`config.mk`:
```
export PLATFORM = sky130hd
export DESIGN_NAME = alu_operand_stage
export DESIGN_NICKNAME = d
export VERILOG_FILES = /design/src/rtl/alu_pkg.sv /design/src/rtl/alu_regfile.sv /design/src/rtl/alu_operand_stage.sv
export SDC_FILE = /design/constraint.sdc
export NUM_CORES = 2
export LEC_CHECK = 0
export ABC_CLOCK_PERIOD_IN_PS = 6450
export CORE_MARGIN = 2
export CORE_UTILIZATION = 56
export DETAILED_ROUTE_END_ITERATION = 8
export GPL_ROUTABILITY_DRIVEN = 1
export GPL_TIMING_DRIVEN = 1
export HOLD_SLACK_MARGIN = 0.1
export MAX_ROUTING_LAYER = met4
export PLACE_DENSITY = 0.76
export SETUP_SLACK_MARGIN = 0.15
export SKIP_LAST_GASP = 1
export SYNTH_ARGS = -nofsm -noshare
export SYNTH_HDL_FRONTEND = slang
export SYNTH_HIERARCHICAL = 1
export SYNTH_SLANG_ARGS = --single-unit
```
`constraint.sdc`:
```
create_clock -name clk -period 6.45 [get_ports clk]
set_input_delay 1.29 -clock clk [delete_from_list [all_inputs] [get_ports clk]]
set_output_delay 1.29 -clock clk [all_outputs]
set_load 0.005 [all_outputs]
```
`src/rtl/alu_pkg.sv`:
```
// Shared definitions for the ALU operand/writeback stage: control encodings and default widths.
package alu_pkg;

    localparam int unsigned CtrlWidth       = 3;
    localparam int unsigned DefDataWidth    = 32;
    localparam int unsigned DefNregs        = 16;
    localparam int unsigned DefRegAddrWidth = 4;

    typedef enum logic [CtrlWidth-1:0] {
        AluId0 = 3'd0,
        AluAdd = 3'd1,
        AluSub = 3'd2,
        AluEq  = 3'd3,
        AluLe  = 3'd4,
        AluGe  = 3'd5,
        AluId1 = 3'd6
    } alu_ctrl_e;

endpackage

```
`src/rtl/alu_regfile.sv`:
```
// Two-read/one-write register file with r0 hardwired to zero and write-port bypass on reads.
module alu_regfile
    import alu_pkg::*;
#(
    parameter int unsigned DATA_WIDTH     = DefDataWidth,
    parameter int unsigned NREGS          = DefNregs,
    parameter int unsigned REG_ADDR_WIDTH = DefRegAddrWidth
) (
    input  logic                      clk_i,
    input  logic                      rst_ni,
    input  logic [REG_ADDR_WIDTH-1:0] raddr0_i,
    input  logic [REG_ADDR_WIDTH-1:0] raddr1_i,
    output logic [DATA_WIDTH-1:0]     rdata0_o,
    output logic [DATA_WIDTH-1:0]     rdata1_o,
    input  logic                      we_i,
    input  logic [REG_ADDR_WIDTH-1:0] waddr_i,
    input  logic [DATA_WIDTH-1:0]     wdata_i
);

    logic [DATA_WIDTH-1:0] regs_q [NREGS];
    logic [DATA_WIDTH-1:0] regs_d [NREGS];

    always_comb begin
        regs_d = regs_q;
        if (we_i && (waddr_i != '0)) begin
            regs_d[waddr_i] = wdata_i;
        end
    end

    always_ff @(posedge clk_i) begin
        if (!rst_ni) begin
            regs_q <= '{default: '0};
        end else begin
            regs_q <= regs_d;
        end
    end

    // An in-flight writeback to the same register wins over the stored value.
    always_comb begin
        if (raddr0_i == '0) begin
            rdata0_o = '0;
        end else if (we_i && (waddr_i == raddr0_i)) begin
            rdata0_o = wdata_i;
        end else begin
            rdata0_o = regs_q[raddr0_i];
        end

        if (raddr1_i == '0) begin
            rdata1_o = '0;
        end else if (we_i && (waddr_i == raddr1_i)) begin
            rdata1_o = wdata_i;
        end else begin
            rdata1_o = regs_q[raddr1_i];
        end
    end

endmodule

```
`src/rtl/alu_operand_stage.sv`:
```
// Operand fetch (S1) and control/writeback (S2) stage around an ALU that registers only its operands.
module alu_operand_stage
    import alu_pkg::*;
#(
    parameter int unsigned DATA_WIDTH     = DefDataWidth,
    parameter int unsigned NREGS          = DefNregs,
    parameter int unsigned REG_ADDR_WIDTH = DefRegAddrWidth
) (
    input  logic                      clk,
    input  logic                      rstn,
    input  logic                      instr_valid,
    output logic                      instr_ready,
    input  logic [CtrlWidth-1:0]      instr_ctrl,
    input  logic [REG_ADDR_WIDTH-1:0] instr_rs0,
    input  logic [REG_ADDR_WIDTH-1:0] instr_rs1,
    input  logic [DATA_WIDTH-1:0]     instr_imm,
    input  logic                      instr_imm_sel,
    input  logic [REG_ADDR_WIDTH-1:0] instr_rd,
    input  logic                      instr_we,
    output logic [CtrlWidth-1:0]      alu_ctrl,
    output logic [DATA_WIDTH-1:0]     alu_in0,
    output logic [DATA_WIDTH-1:0]     alu_in1,
    input  logic [DATA_WIDTH-1:0]     alu_out,
    output logic                      wb_valid,
    output logic [REG_ADDR_WIDTH-1:0] wb_addr,
    output logic [DATA_WIDTH-1:0]     wb_data
);

    logic                      s1_valid_q, s1_valid_d;
    logic                      s1_we_q, s1_we_d;
    logic [REG_ADDR_WIDTH-1:0] s1_rd_q, s1_rd_d;
    alu_ctrl_e                 s1_ctrl_q, s1_ctrl_d;
    logic                      s2_valid_q, s2_valid_d;
    logic                      s2_we_q, s2_we_d;
    logic [REG_ADDR_WIDTH-1:0] s2_rd_q, s2_rd_d;
    alu_ctrl_e                 s2_ctrl_q, s2_ctrl_d;
    logic [DATA_WIDTH-1:0]     alu_in0_q, alu_in0_d;
    logic [DATA_WIDTH-1:0]     alu_in1_q, alu_in1_d;

    logic [DATA_WIDTH-1:0]     rdata0, rdata1;
    logic                      hazard;
    logic                      accept;

    alu_regfile #(
        .DATA_WIDTH     (DATA_WIDTH),
        .NREGS          (NREGS),
        .REG_ADDR_WIDTH (REG_ADDR_WIDTH)
    ) u_regfile (
        .clk_i    (clk),
        .rst_ni   (rstn),
        .raddr0_i (instr_rs0),
        .raddr1_i (instr_rs1),
        .rdata0_o (rdata0),
        .rdata1_o (rdata1),
        .we_i     (wb_valid),
        .waddr_i  (wb_addr),
        .wdata_i  (wb_data)
    );

    // Producer still in S1 has no result yet; s1_we_q already excludes rd == 0.
    always_comb begin
        hazard = s1_valid_q && s1_we_q &&
                 ((s1_rd_q == instr_rs0) || (!instr_imm_sel && (s1_rd_q == instr_rs1)));
    end

    assign instr_ready = !hazard;
    assign accept      = instr_valid && instr_ready;

    always_comb begin
        s1_valid_d = accept;
        s1_we_d    = accept && instr_we && (instr_rd != '0);
        s1_rd_d    = s1_rd_q;
        s1_ctrl_d  = s1_ctrl_q;
        alu_in0_d  = alu_in0_q;
        alu_in1_d  = alu_in1_q;
        if (accept) begin
            s1_rd_d   = instr_rd;
            s1_ctrl_d = alu_ctrl_e'(instr_ctrl);
            alu_in0_d = rdata0;
            alu_in1_d = instr_imm_sel ? instr_imm : rdata1;
        end

        s2_valid_d = s1_valid_q;
        s2_we_d    = s1_we_q;
        s2_rd_d    = s1_rd_q;
        s2_ctrl_d  = s1_ctrl_q;
    end

    always_ff @(posedge clk) begin
        if (!rstn) begin
            s1_valid_q <= 1'b0;
            s1_we_q    <= 1'b0;
            s1_rd_q    <= '0;
            s1_ctrl_q  <= AluId0;
            s2_valid_q <= 1'b0;
            s2_we_q    <= 1'b0;
            s2_rd_q    <= '0;
            s2_ctrl_q  <= AluId0;
            alu_in0_q  <= '0;
            alu_in1_q  <= '0;
        end else begin
            s1_valid_q <= s1_valid_d;
            s1_we_q    <= s1_we_d;
            s1_rd_q    <= s1_rd_d;
            s1_ctrl_q  <= s1_ctrl_d;
            s2_valid_q <= s2_valid_d;
            s2_we_q    <= s2_we_d;
            s2_rd_q    <= s2_rd_d;
            s2_ctrl_q  <= s2_ctrl_d;
            alu_in0_q  <= alu_in0_d;
            alu_in1_q  <= alu_in1_d;
        end
    end

    assign alu_ctrl = s2_ctrl_q;
    assign alu_in0  = alu_in0_q;
    assign alu_in1  = alu_in1_q;
    assign wb_valid = s2_valid_q && s2_we_q;
    assign wb_addr  = s2_rd_q;
    assign wb_data  = alu_out;

endmodule

```
==> qor.json <==
{
  "global_routing": {
    "grt_first_pass_wirelength_um": 159000,
    "grt_max_degree": 224,
    "grtUsageMet3_pct": 10.9,
    "grt-ovfl-total": 0,
    "grt-busiest-layer": "met2",
    "groute.layer.met1.usage_pct": 46.3,
    "grt_pass1_vias": 26700,
    "track_usage_pct": 36.0,
    "grt_use_met2_pct": 52.3,
    "initial_antenna_violation_count": 3
  },
  "sta": {
    "post-route-worst-setup-slack_ns": 1.71,
    "slew-limit-headroom_pct": 23.9,
    "worst_pin_slew_ns": 1.14,
    "fin_setup_tns_ns": 0,
    "finalHoldViolCount": 0,
    "setup_viol_count_final": 0,
    "period_needed_ns": 4.74,
    "drv_slew": 0,
    "unrepaired_setup_endpoints_after_global_routing": "no",
    "finClkSkew_ns": 0.0268,
    "fmax_mhz": 211,
    "final_min_period_over_clock_period_pct": 73.5
  },
  "setup_path": {
    "startpoint": "instr_rs1[0]",
    "rr_startpoint": "wb_addr[1]",
    "crit_required_ns": 5.16,
    "worst-endpoint-arrival_ns": 3.45,
    "critical_path.endpoint_type": "primary output",
    "worst-path-max-fanout": 69,
    "r2r_slack_ns": 3.03,
    "crit_path_start_kind": "input pin",
    "critPathKind": "in -> out"
  },
  "drt": {
    "drt_drc_violations_left": 0,
    "drtPass1Iterations": 6,
    "wire_per_inst_um": 26.1,
    "drt_iter0_markers": 3688,
    "route.antenna.remaining_nets": 0,
    "drt-vias-per-instance": 6.68,
    "routed-via-count": 27100,
    "postRouteWirelength_um": 106000
  },
  "placed_design": {
    "port_buffers": 188,
    "final_weighted_congestion_in_routability_driven_placement": 0.881,
    "place.detailed.hpwl_um": 61100,
    "detailedPlace.worstSlack_ns": 1.68
  },
  "cts": {
    "tritoncts": "done",
    "clock_sinks": 594,
    "clock_latency_ns": 0.64,
    "cts_resized": 0,
    "tritoncts.num_buffers": 59,
    "clock_tree.htree_level_count": 2,
    "cts.hold.buffers_added": 0,
    "cts_root_buffer": "sky130_fd_sc_hd__clkbuf_16",
    "cts-root-to-sink-buffers": 3,
    "clk_pin_slew_ns": 0.06,
    "cts_post_setup_buffers_inserted": 0
  },
  "yosys": {
    "avgSynthCellArea_um2": 9.73,
    "area_of_the_mapped_netlist_um2": 32300,
    "ffs_w_async_s_r_synth_pct": 0,
    "syn-instance-count": 3313,
    "number_of_synthesized_flops_with_an_enable_pin": 0,
    "synth-main-ff-cell": "sky130_fd_sc_hd__dfxtp_1",
    "seq_area_frac_synth_pct": 36.9,
    "synth_cell_type_count": 52,
    "mappedNetlistNets": 3397,
    "synth-seq-cells": 594,
    "ys.warnings.count": 6
  },
  "die": {
    "io-pin-count": 189,
    "fp.dieW_um": 244,
    "fp-row-count": 87,
    "die_y_um": 244,
    "design.core.area_um2": 56700,
    "start_util_pct": 56.9,
    "floorplan.die_area_um2": 59500
  },
  "power_and_ir_drop": {
    "power_density_nw_per_um2": 226,
    "clock_power_share_pct": 46.7,
    "power.share.switching_pct": 23.5,
    "p_leak_uw": 0.0122,
    "p_sw_uw": 1910,
    "power.internal_uw": 6200,
    "pwr-share-comb_pct": 7.6,
    "power.share.sequential_pct": 45.7,
    "vdd.ir_drop.worst_mv": 0.219
  },
  "worst_hold_path": {
    "worstHoldPathType": "reg -> reg",
    "holdCritStartpoint": "s1_ctrl_q[1]"
  },
  "final_layout": {
    "area_growth_syn_to_layout_pct": 11.4,
    "final_layout_size_suffix_gt1_share_pct": 16.2,
    "most_common_library_cell_in_the_layout_ignoring_fill_and_taps": "sky130_fd_sc_hd__nand2_1",
    "final_cell_mix": "sky130_fd_sc_hd__nand2_1, sky130_fd_sc_hd__dfxtp_1, sky130_fd_sc_hd__a21boi_0, sky130_fd_sc_hd__mux4_2, sky130_fd_sc_hd__mux2i_1",
    "fin_nets": 3332
  },
  "job": {
    "max_cap_violations": 0
  },
  "status": {
    "outcome": "finished, final reports clean"
  }
}
==> per-stage QoR <==
stage,hold WS (ns),instances,power [uW],utilization (%),area (um^2)
after global placement,0.415,3941,4390,59.5,33700
final,0.438,4054,8110,63.4,35900
after detailed placement,0.426,3943,4390,59.6,33800
after floorplan,0.404,3313,4210,-,32300
after global routing,0.460,4054,8290,63.4,35900
after CTS,0.440,4053,8110,63.4,35900
==> cells in the mapped netlist (3+ instances only) <==
master,count,area share (%)
sky130_fd_sc_hd__or3_1,4,0.078
sky130_fd_sc_hd__buf_4,75,1.7
sky130_fd_sc_hd__nand2b_1,4,0.078
sky130_fd_sc_hd__a21oi_1,3,0.047
sky130_fd_sc_hd__a31oi_1,32,0.62
sky130_fd_sc_hd__o31ai_1,9,0.21
sky130_fd_sc_hd__clkbuf_1,231,2.7
sky130_fd_sc_hd__buf_12,9,0.56
sky130_fd_sc_hd__mux2i_1,225,7.0
sky130_fd_sc_hd__nand3_1,39,0.61
sky130_fd_sc_hd__o31ai_2,23,0.89
sky130_fd_sc_hd__a21boi_1,80,1.9
sky130_fd_sc_hd__nor3_1,5,0.078
sky130_fd_sc_hd__nor3_2,3,0.093
sky130_fd_sc_hd__inv_1,7,0.081
sky130_fd_sc_hd__clkbuf_4,3,0.070
sky130_fd_sc_hd__mux4_1,27,2.2
sky130_fd_sc_hd__and2_1,36,0.70
sky130_fd_sc_hd__nand2_1,1052,12
sky130_fd_sc_hd__a311oi_1,3,0.081
sky130_fd_sc_hd__mux4_2,229,16
sky130_fd_sc_hd__a22o_1,30,0.81
sky130_fd_sc_hd__a311oi_2,29,1.4
sky130_fd_sc_hd__dfxtp_1,594,37
sky130_fd_sc_hd__mux2_2,32,1.1
sky130_fd_sc_hd__buf_2,57,0.88
sky130_fd_sc_hd__a21boi_0,402,9.4
sky130_fd_sc_hd__buf_6,12,0.42
sky130_fd_sc_hd__xnor2_1,13,0.35
sky130_fd_sc_hd__nor2_1,14,0.16
==> state kept, by name (all words and copies together) (netlist names) <==
register	flops
u_regfile/regs_q	512
alu_in0	32
alu_in1	32
s1_rd_q	4
wb_addr	4
alu_ctrl	3
s1_ctrl_q	3
s1_valid_q	1
s1_we_q	1
s2_valid_q	1
s2_we_q	1
==> worst paths after layout <==
| path | endpoint | depth (start not counted) |
|---|---|---|
| max reg2reg | alu_in1[20] | 7 |
| max | instr_ready | 6 |
| min | alu_ctrl[1] | 2 |
| min reg2reg | alu_ctrl[1] | 2 |
==> critical path: stages <==
cell	delay, ns
sky130_fd_sc_hd__buf_6	0.74
sky130_fd_sc_hd__xnor2_1	0.17
sky130_fd_sc_hd__nand4_2	0.13
sky130_fd_sc_hd__buf_4	0.36
sky130_fd_sc_hd__and2_2	0.23
sky130_fd_sc_hd__clkdlybuf4s50_1	0.50
==> layer usage <==
metal	vias to the layer above	part of all wire [%]
met3	422	14
met5	-	0
met2	1974	44
met1	13200	38
met4	0	4.7
li1	11500	-
==> power groups by stage <==
stage / Clock, uW / Sequential [uW] / Combinational (uW)
after floorplan: 0 / 3780 / 430
after global routing: 3940 / 3700 / 646
final: 3790 / 3700 / 619
after detailed placement: 0 / 3790 / 607
after CTS: 3790 / 3700 / 610
after global placement: 0 / 3780 / 601
==> kinds of logic (layout without fill, tap and decap cells) <==
group / count (synthesis) / after routing / share of synthesized area, %
and+or+nand+nor: 1175 / 1175 / 14.5
DFF: 594 / 594 / 36.9
AOI/OAI and AO/OA: 618 / 618 / 15.4
xor gates and xnor gates: 15 / 15 / 0.407
other: 0 / 1 / 0
buffers and inverters: 398 / 382 / 6.54
muxes: 513 / 513 / 26.3
==> layout make-up <==
cell class | instances | area [um^2]
flip-flops and latches | 594 | 11900
multi-input cells | 2321 | 18400
clock buffers | 85 | 1800
diodes | 1 | 2.50
fillers | 4384 | 20800
well taps | 756 | 946
repair buffers | 264 | 2520
clock inverters | 25 | 338
inverters | 8 | 30.0
(Power assumes the default switching activity.)
